$ cat config.mk
export PLATFORM = sky130hd
export DESIGN_NAME = pll_seq_ctrl
export DESIGN_NICKNAME = d
export VERILOG_FILES = /design/src/rtl/pll_seq_ctrl.sv
export SDC_FILE = /design/constraint.sdc
export NUM_CORES = 1
export LEC_CHECK = 0
export ABC_CLOCK_PERIOD_IN_PS = 2250
export BUFFER_PORTS_ARGS = -buffer_cell sky130_fd_sc_hd__buf_4
export CAP_MARGIN = 10
export CORE_MARGIN = 4
export CORE_UTILIZATION = 37
export CTS_CLUSTER_DIAMETER = 120
export CTS_CLUSTER_SIZE = 30
export DETAILED_ROUTE_END_ITERATION = 12
export MAX_ROUTING_LAYER = met4
export PLACE_DENSITY_LB_ADDON = 0.05
export SYNTH_ARGS = -nofsm -noshare
export SYNTH_HDL_FRONTEND = slang
export SYNTH_SLANG_ARGS = --single-unit
$ cat constraint.sdc
create_clock -name clkin -period 2.25 [get_ports clkin]
set_input_delay 0.225 -clock clkin [delete_from_list [all_inputs] [get_ports clkin]]
set_output_delay 0.225 -clock clkin [all_outputs]
set_load 0.02 [all_outputs]
$ cat src/rtl/pll_seq_ctrl.sv
// PLL bring-up sequencer: PLL reset, filtered lock, staggered clock enables, downstream reset release.
// Define PLL_SEQ_LOSS_CNT_EN to add the loss_cnt output (saturating count of lock-loss restarts).
module pll_seq_ctrl #(
    parameter int PLL_RST_CYC = 100,
    parameter int LOCK_FILT   = 1024,
    parameter int LOCK_TMO    = 50000,
    parameter int EN_GAP      = 16,
    parameter int RST_HOLD    = 64,
    parameter int MAX_RETRY   = 3
) (
    input  logic       clkin,
    input  logic       reset,
    input  logic       lock,
    input  logic       relock_req,
    output logic       pll_reset,
    output logic [4:0] enclk,
    output logic       sys_rst,
    output logic       ready,
    output logic       fault
`ifdef PLL_SEQ_LOSS_CNT_EN
    ,
    output logic [7:0] loss_cnt
`endif
);

    localparam int RST_W  = $clog2(PLL_RST_CYC + 2);
    localparam int TMO_W  = $clog2(LOCK_TMO + 2);
    localparam int FILT_W = $clog2(LOCK_FILT + 2);
    localparam int GAP_W  = $clog2(EN_GAP + 2);
    localparam int HOLD_W = $clog2(RST_HOLD + 2);

    localparam logic [RST_W-1:0]  RST_LAST  = RST_W'((PLL_RST_CYC > 0) ? PLL_RST_CYC - 1 : 0);
    localparam logic [TMO_W-1:0]  TMO_LAST  = TMO_W'((LOCK_TMO > 0) ? LOCK_TMO - 1 : 0);
    localparam logic [FILT_W-1:0] FILT_LAST = FILT_W'((LOCK_FILT > 0) ? LOCK_FILT - 1 : 0);
    localparam logic [GAP_W-1:0]  GAP_LAST  = GAP_W'((EN_GAP > 0) ? EN_GAP - 1 : 0);
    localparam logic [HOLD_W-1:0] HOLD_LAST = HOLD_W'((RST_HOLD > 0) ? RST_HOLD - 1 : 0);
    localparam logic [3:0]        RETRY_MAX = 4'(MAX_RETRY);
    localparam logic [2:0]        IDX_LAST  = 3'd4;

    typedef enum logic [2:0] {
        S_PLL_RST,
        S_WAIT_LOCK,
        S_FILTER,
        S_ENABLE,
        S_HOLD,
        S_RUN,
        S_FAULT
    } state_t;

    state_t state_q, state_d;

    logic [1:0]        sync_q;
    logic              lock_s;
    logic [RST_W-1:0]  rst_cnt_q, rst_cnt_d;
    logic [TMO_W-1:0]  tmo_cnt_q, tmo_cnt_d;
    logic [FILT_W-1:0] filt_cnt_q, filt_cnt_d;
    logic [GAP_W-1:0]  gap_cnt_q, gap_cnt_d;
    logic [HOLD_W-1:0] hold_cnt_q, hold_cnt_d;
    logic [2:0]        idx_q, idx_d;
    logic [3:0]        retry_q, retry_d;
    logic [3:0]        retry_inc;

    logic              timeout;
    logic              loss_evt;
    logic              restart;

    logic              pll_reset_q, sys_rst_q, ready_q, fault_q;
    logic [4:0]        enclk_q;
    logic              pll_reset_d, sys_rst_d, ready_d, fault_d;
    logic [4:0]        enclk_d;
    logic [4:0]        en_mask_d;
    logic              en_on_d;

    assign lock_s    = sync_q[1];
    assign retry_inc = retry_q + 4'd1;

    always_comb begin
        state_d    = state_q;
        rst_cnt_d  = rst_cnt_q;
        tmo_cnt_d  = tmo_cnt_q;
        filt_cnt_d = filt_cnt_q;
        gap_cnt_d  = gap_cnt_q;
        hold_cnt_d = hold_cnt_q;
        idx_d      = idx_q;
        retry_d    = retry_q;
        timeout    = 1'b0;
        loss_evt   = 1'b0;
        restart    = 1'b0;

        if (relock_req) begin
            restart = 1'b1;
            retry_d = '0;
        end else begin
            unique case (state_q)
                S_PLL_RST: begin
                    if (rst_cnt_q == RST_LAST) begin
                        state_d = S_WAIT_LOCK;
                    end else begin
                        rst_cnt_d = rst_cnt_q + RST_W'(1);
                    end
                end
                S_WAIT_LOCK: begin
                    if (tmo_cnt_q >= TMO_LAST) begin
                        timeout = 1'b1;
                    end else begin
                        tmo_cnt_d = tmo_cnt_q + TMO_W'(1);
                        if (lock_s) begin
                            state_d    = S_FILTER;
                            filt_cnt_d = '0;
                        end
                    end
                end
                S_FILTER: begin
                    // A completed filter run wins over a timeout landing on the same cycle.
                    if (lock_s && (filt_cnt_q == FILT_LAST)) begin
                        state_d   = S_ENABLE;
                        gap_cnt_d = '0;
                        idx_d     = '0;
                    end else if (tmo_cnt_q >= TMO_LAST) begin
                        timeout = 1'b1;
                    end else begin
                        tmo_cnt_d = tmo_cnt_q + TMO_W'(1);
                        if (!lock_s) begin
                            state_d    = S_WAIT_LOCK;
                            filt_cnt_d = '0;
                        end else begin
                            filt_cnt_d = filt_cnt_q + FILT_W'(1);
                        end
                    end
                end
                S_ENABLE: begin
                    if (!lock_s) begin
                        loss_evt = 1'b1;
                    end else if (gap_cnt_q == GAP_LAST) begin
                        gap_cnt_d = '0;
                        if (idx_q == IDX_LAST) begin
                            state_d    = S_HOLD;
                            hold_cnt_d = '0;
                        end else begin
                            idx_d = idx_q + 3'd1;
                        end
                    end else begin
                        gap_cnt_d = gap_cnt_q + GAP_W'(1);
                    end
                end
                S_HOLD: begin
                    if (!lock_s) begin
                        loss_evt = 1'b1;
                    end else if (hold_cnt_q == HOLD_LAST) begin
                        state_d = S_RUN;
                        retry_d = '0;
                    end else begin
                        hold_cnt_d = hold_cnt_q + HOLD_W'(1);
                    end
                end
                S_RUN: begin
                    if (!lock_s) begin
                        loss_evt = 1'b1;
                    end
                end
                S_FAULT: begin
                    state_d = S_FAULT;
                end
                default: begin
                    restart = 1'b1;
                end
            endcase

            if (timeout) begin
                retry_d = retry_inc;
                if (retry_inc == RETRY_MAX) begin
                    state_d = S_FAULT;
                end else begin
                    restart = 1'b1;
                end
            end
            if (loss_evt) begin
                restart = 1'b1;
            end
        end

        if (restart) begin
            state_d    = S_PLL_RST;
            rst_cnt_d  = '0;
            tmo_cnt_d  = '0;
            filt_cnt_d = '0;
            gap_cnt_d  = '0;
            hold_cnt_d = '0;
            idx_d      = '0;
        end
    end

    // Enable bits are cumulative: every bit up to the current step index is on.
    genvar gi;
    generate
        for (gi = 0; gi < 5; gi++) begin : g_en_mask
            assign en_mask_d[gi] = (idx_d >= 3'(gi));
        end
    endgenerate

    assign en_on_d     = (state_d == S_ENABLE) || (state_d == S_HOLD) || (state_d == S_RUN);
    assign enclk_d     = en_on_d ? en_mask_d : 5'b00000;
    assign pll_reset_d = (state_d == S_PLL_RST) || (state_d == S_FAULT);
    assign sys_rst_d   = (state_d != S_RUN);
    assign ready_d     = (state_d == S_RUN);
    assign fault_d     = (state_d == S_FAULT);

    always_ff @(posedge clkin) begin
        if (reset) begin
            state_q     <= S_PLL_RST;
            sync_q      <= '0;
            rst_cnt_q   <= '0;
            tmo_cnt_q   <= '0;
            filt_cnt_q  <= '0;
            gap_cnt_q   <= '0;
            hold_cnt_q  <= '0;
            idx_q       <= '0;
            retry_q     <= '0;
            pll_reset_q <= 1'b1;
            enclk_q     <= 5'b00000;
            sys_rst_q   <= 1'b1;
            ready_q     <= 1'b0;
            fault_q     <= 1'b0;
        end else begin
            state_q     <= state_d;
            sync_q      <= {sync_q[0], lock};
            rst_cnt_q   <= rst_cnt_d;
            tmo_cnt_q   <= tmo_cnt_d;
            filt_cnt_q  <= filt_cnt_d;
            gap_cnt_q   <= gap_cnt_d;
            hold_cnt_q  <= hold_cnt_d;
            idx_q       <= idx_d;
            retry_q     <= retry_d;
            pll_reset_q <= pll_reset_d;
            enclk_q     <= enclk_d;
            sys_rst_q   <= sys_rst_d;
            ready_q     <= ready_d;
            fault_q     <= fault_d;
        end
    end

    assign pll_reset = pll_reset_q;
    assign enclk     = enclk_q;
    assign sys_rst   = sys_rst_q;
    assign ready     = ready_q;
    assign fault     = fault_q;

`ifdef PLL_SEQ_LOSS_CNT_EN
    logic [7:0] loss_cnt_q;

    // loss_evt is only raised when no relock request is present, so a same-cycle relock is not counted.
    always_ff @(posedge clkin) begin
        if (reset) begin
            loss_cnt_q <= 8'd0;
        end else if (loss_evt && (loss_cnt_q != 8'hFF)) begin
            loss_cnt_q <= loss_cnt_q + 8'd1;
        end
    end

    assign loss_cnt = loss_cnt_q;
`endif

endmodule

Word-level counts from Yosys, hierarchy flattened
Index checks and enable logic that the tools add are counted.
W data, S select, Z words.
{"block": "op_classes", "add_sub_neg": 7, "n_lt_le_gt_ge": 6, "n_eq_ne": 27, "mux": 58, "n_bitwise": 3, "n_reduce_logical": 23}
{"cell": "$mux W3", "count": 21}
{"cell": "$mux W11", "count": 5}
{"cell": "$mux W7", "count": 5}
{"cell": "$mux W16", "count": 2}
{"cell": "$pmux W16 S2", "count": 1}
{"cell": "$pmux W11 S2", "count": 1}
{"cell": "$eq A3 B3 Y1 const B", "count": 7}
{"cell": "$ne A2 B2 Y1 const B", "count": 10}
{"cell": "$pmux W3 S6", "count": 1}
{"cell": "$add A16 B1 Y16 const B", "count": 1}
{"cell": "$ge A16 B16 Y1 const B", "count": 1}
{"cell": "$mux W4", "count": 4}
{"cell": "$mux W5", "count": 3}
{"cell": "$add A7 B1 Y7 const B", "count": 2}
{"cell": "$pmux W7 S2", "count": 1}
{"cell": "$reduce_bool A2 Y1", "count": 6}
{"cell": "$add A11 B1 Y11 const B", "count": 1}
{"cell": "$eq A11 B10 Y1 const B", "count": 1}
{"cell": "$mux W1", "count": 11}
{"cell": "$pmux W5 S2", "count": 1}
{"cell": "$eq A3 B2 Y1 const B", "count": 3}
{"cell": "$reduce_and A3 Y1", "count": 3}
{"cell": "$eq A7 B6 Y1 const B", "count": 1}
{"cell": "$eq A7 B7 Y1 const B", "count": 1}
{"cell": "22 further kinds", "count": 31}
{"block": "totals", "register_bits": 67, "inputBits": 4, "output_inout_bits": 9, "elab_cells": 138}

Depth between registers and ports, before layout
{"block": "depth", "depth_word": 14, "mapped_depth": 9, "depth_no_buf": 8}

Worst setup path before layout
Ideal clock, no wire load.
{"block": "synth_timing", "kind": "register to register", "startpoint": "reg gap_cnt_q[0]", "endpoint": "reg hold_cnt_q[4]", "setup_ns": 0.070, "arrival_time_ns": 2.164, "t_required_ns": 2.180, "slack_ns": 0.017, "stages_incl_launch_ff": 9, "path_buffers": 1, "period_less_slack_ns": 2.233, "cell_sequence": "dfxtp_1 -> ha_1 -> and4b_1 -> a31o_2 -> and4_1 -> or3b_4 -> buf_6 -> or4_1 -> a21oi_1"}
{"block": "synth_between", "elab_chain_len": 3}
{"item": "start, declared", "line": "57", "rtl": "logic [GAP_W-1:0] gap_cnt_q, gap_cnt_d;"}
{"item": "start signal, assigned", "line": "230", "rtl": "gap_cnt_q <= gap_cnt_d;"}
{"item": "$eq A5 B4 Y1", "line": "134", "rtl": "end else if (gap_cnt_q == GAP_LAST) begin"}
{"item": "$ne A2 B2 Y1 (no source line)"}
{"item": "$reduce_and A7 Y1 (no source line)"}
{"item": "end signal, assigned", "line": "231", "rtl": "hold_cnt_q <= hold_cnt_d;"}
{"item": "end, declared", "line": "58", "rtl": "logic [HOLD_W-1:0] hold_cnt_q, hold_cnt_d;"}
Every way passes these cells.
A chain may end at the register's enable or synchronous reset.

Final worst setup path
{"block": "layout_timing", "startpoint": "reg gap_cnt_q[1]", "endpoint": "reg hold_cnt_q[2]"}
Same word-level chain as after synthesis.

==> implementation parameters <==
Parameter                              Value

Critical path
  Worst setup slack for register-to-register paths    about 0.72 ps
  Crit path capture type    register
  Required time of the critical path    around 2500 ps
  Worst flop-to-flop path endpoint    hold_cnt_q[2]
  R2r startpoint    gap_cnt_q[1]
  Arrival time worst endpoint    approximately 2500 ps
  Crit Path Class    reg -> reg
  R2r worst-path depth    7
  Critical-path maximum fanout    5
  Critical Path Start Type    register

Power
  Pwr Density    528 nW/µm²
  Worst ir drop on vdd    0.274 mV
  Total Power Consumption    roughly 2.3 mW
  Leakage power total    roughly 1.6 nW

Synth
  Ranking of synthesized cells by area    sky130_fd_sc_hd__dfxtp_1, sky130_fd_sc_hd__nor2_1, sky130_fd_sc_hd__xor2_1, sky130_fd_sc_hd__a21oi_1, sky130_fd_sc_hd__ha_1
  Synthesized netlist cell count    400
  Number of enable-type register cells in the synthesized netlist    0
  Leading cell type by number of instances after synthesis    sky130_fd_sc_hd__dfxtp_1
  Largest area contributor in the synthesized netlist    sky130_fd_sc_hd__dfxtp_1
  Unique masters post-synth    just under 60
  Post-synth ARST share    0
  Number of nets produced by synthesis    between 400 and 500
  Fraction of the yosys area taken by sequential cells    0.400
  Synthesized area per cell    between 8 and 9 µm²
  Portion of synthesized cell area occupied by the leading cell type    0.400
  Main synth FF type    sky130_fd_sc_hd__dfxtp_1
  Count of synthesis-stage warnings from yosys    0
  Ranking of synthesized cells by instance count    sky130_fd_sc_hd__dfxtp_1, sky130_fd_sc_hd__nor2_1, sky130_fd_sc_hd__nand2_1
  Syn Std Cell Area    roughly 3400 µm²
  Register bit count reported by yosys    67

Run status
  Outcome    finished clean

GRT
  Wire length of the first global-routing pass    approximately 14000 µm
  Total global routing overflow    0
  Aggregate global-route resource usage    0.176
  Number of global-route vias before repair    ~3000
  Largest net degree at the start of global routing    20
  Number of antenna violations at the first check in global routing    0

Clock network
  Reg clk slew, reported paths    80 ps
  CTS tree    yes
  Maximum buffer depth of the clock tree    2
  TritonCTS Buffers    9
  Master cell of the clock root buffer    sky130_fd_sc_hd__clkbuf_8
  Number of levels the H-tree was split into    3
  Clock latency at the later pin of the worst-skew pair    around 350 ps
  Number of sinks on the clock net    67
  CTS hold repair buffers    0

Route
  Drt first-iter violations    about 100
  DRC violation count after routing    0
  Via density per instance    roughly 5.2
  Post-DRT Antenna Nets    0
  Wire length per cell    roughly 14 µm
  Drt first pass iters    4
  Routed WL    about 8400 µm
  Via Count    about 3100

STA
  Setup repair after global routing missed its margin    true
  Min Clock Period, post-route    approximately 2200 ps
  Slew of the pin with the lowest slew margin    ~550 ps
  Slew Limit Headroom    0.633
  Skew final    roughly 15 ps
  Count of final hold-check violations    0
  Final total negative setup slack    0 ps
  Fin. max-slew vios    0
  Setup violation total in the final timing report    0
  Fmax achieved    about 440 MHz
  Final worst setup slack    0.725 ps
  Final worst-path cycle share    1.00

Die
  Effective utilization at floorplan    0.383
  Std cell rows    34
  Io pins    13
  Die Footprint    10700 µm²
  Width of the chip    roughly 100 µm
  Area of the core region    8760 µm²
  Vertical die dimension    around 100 µm

Layout
  Number of nets in the layout    around 490
  Count of non-filler cells in the finished layout    between 500 and 600
  Fraction of layout instances using a drive strength above 1    0.291
  Number of fill cells    ~850
  Final standard cell utilization of the core    0.506
  Antenna diode count    0
  Area overhead of the layout relative to synthesis    32.2%

Placed design
  Pre-CTS worst setup slack    -160 ps
  Number of placed instances, taps included    561
  Port Buffers    12
  Routability congestion estimate    slightly above 0.8
  Detailed-placement wirelength estimate    approximately 6000 µm

Job
  Max-capacitance violation count    0

Min path
  Hold crit path type    in -> reg
  Hold path depth    2
  Startpoint of the tightest hold check path    lock
  Min-Delay Endpoint    sync_q[0]
layout make-up:
type                    instances  area [µm²]  area share
well taps                     108         135      0.0305
repair buffers                 79         609       0.137
flip-flops and latches         67        1350       0.305
inverters                      14        52.6      0.0119
clock inverters                 2        60.1      0.0135
multi-input cells             303        2070       0.468
clock buffers                  13         149      0.0336
cell usage in the layout, fill, tap and decap left out, types with 13 or more instances in the layout:
cell type	synthesis	routed
sky130_fd_sc_hd__dfxtp_1	67	59
sky130_fd_sc_hd__nor2_1	51	51
sky130_fd_sc_hd__nand3_1	14	13
sky130_fd_sc_hd__a21oi_1	25	20
sky130_fd_sc_hd__nand2_1	26	26
sky130_fd_sc_hd__nand4_1	17	17
sky130_fd_sc_hd__buf_4	2	77
sky130_fd_sc_hd__xor2_1	17	17
sky130_fd_sc_hd__o21ai_0	21	18
sky130_fd_sc_hd__inv_1	13	13
worst max-delay path: stages (launching register included):
cell	delay (ps)
sky130_fd_sc_hd__dfxtp_2	350
sky130_fd_sc_hd__ha_4	130
sky130_fd_sc_hd__and4b_1	250
sky130_fd_sc_hd__a31o_2	180
sky130_fd_sc_hd__and4_4	210
sky130_fd_sc_hd__or3b_4	420
sky130_fd_sc_hd__or4_4	530
sky130_fd_sc_hd__a21oi_2	120
worst max-delay path by stage:
stage	startpoint	endpoint	slack, ps	cells after the start
after floorplan	gap_cnt_q[0]	hold_cnt_q[4]	20	8
after global placement	filt_cnt_q[0]	enclk[1]	-120	7
after detailed placement	filt_cnt_q[0]	enclk[1]	-160	7
after CTS	gap_cnt_q[1]	hold_cnt_q[3]	-30	7
after global routing	gap_cnt_q[0]	hold_cnt_q[2]	-80	7
final	gap_cnt_q[1]	hold_cnt_q[2]	0.7	7
layer usage:
layer / vias to the layer above / routed length [µm] / track usage
met1: 1448 / 4180 / 0.231
met3: 10 / 168 / 0.0342
met5: - / 0 / -
met4: 0 / 95 / 0.0657
met2: 25 / 3940 / 0.270
li1: 1593 / - / -
timing repair:
item | CTS | global route
resized for setup | 11 | 42
gates cloned | 1 | 0
pin swaps | 9 | 18
endpoints found under the setup margin | 26 | 39
hold endpoints to repair | 0 | 0
buffers inserted | 2 | 7
where the power goes:
part / switching (mW) / internal [mW] / leakage [nW]
Combinational: 0.0392 / 0.0244 / 0.977
Sequential: 0.00306 / 1.19 / 0.544
Clock: 0.438 / 0.650 / 0.104
Total: 0.480 / 1.86 / 1.63
state kept, by name (all words and copies together), names as in the netlist:
| signal | flops |
|---|---|
| hold_cnt_q | 7 |
| enclk | 5 |
| sync_q | 2 |
| fault | 1 |
| retry_q | 4 |
| pll_reset | 1 |
| tmo_cnt_q | 16 |
| idx_q | 3 |
| ready | 1 |
| sys_rst | 1 |
| state_q | 3 |
| filt_cnt_q | 11 |
| rst_cnt_q | 7 |
| gap_cnt_q | 5 |
cells by family (layout without fill, tap and decap cells):
kind of cell | count (synthesis) | count (layout) | synth area share
and+or+nand+nor | 188 | 189 | 0.307
AOI/OAI and AO/OA | 74 | 74 | 0.135
DFF | 67 | 67 | 0.400
buffers and inverters | 31 | 108 | 0.0421
xor gates and xnor gates | 27 | 27 | 0.0705
adders and majority gates | 9 | 9 | 0.0336
muxes | 4 | 4 | 0.0119
through the flow:
step           cell area [µm²]  hold slack (ps)
2_1_floorplan             3350              297
3_3_place_gp              3940              430
3_5_place_dp              3940              442
4_1_cts                   4220             79.2
5_1_grt                   4430              122
6_report                  4430             94.0
Note: power is estimated with default switching activity, not from simulation.
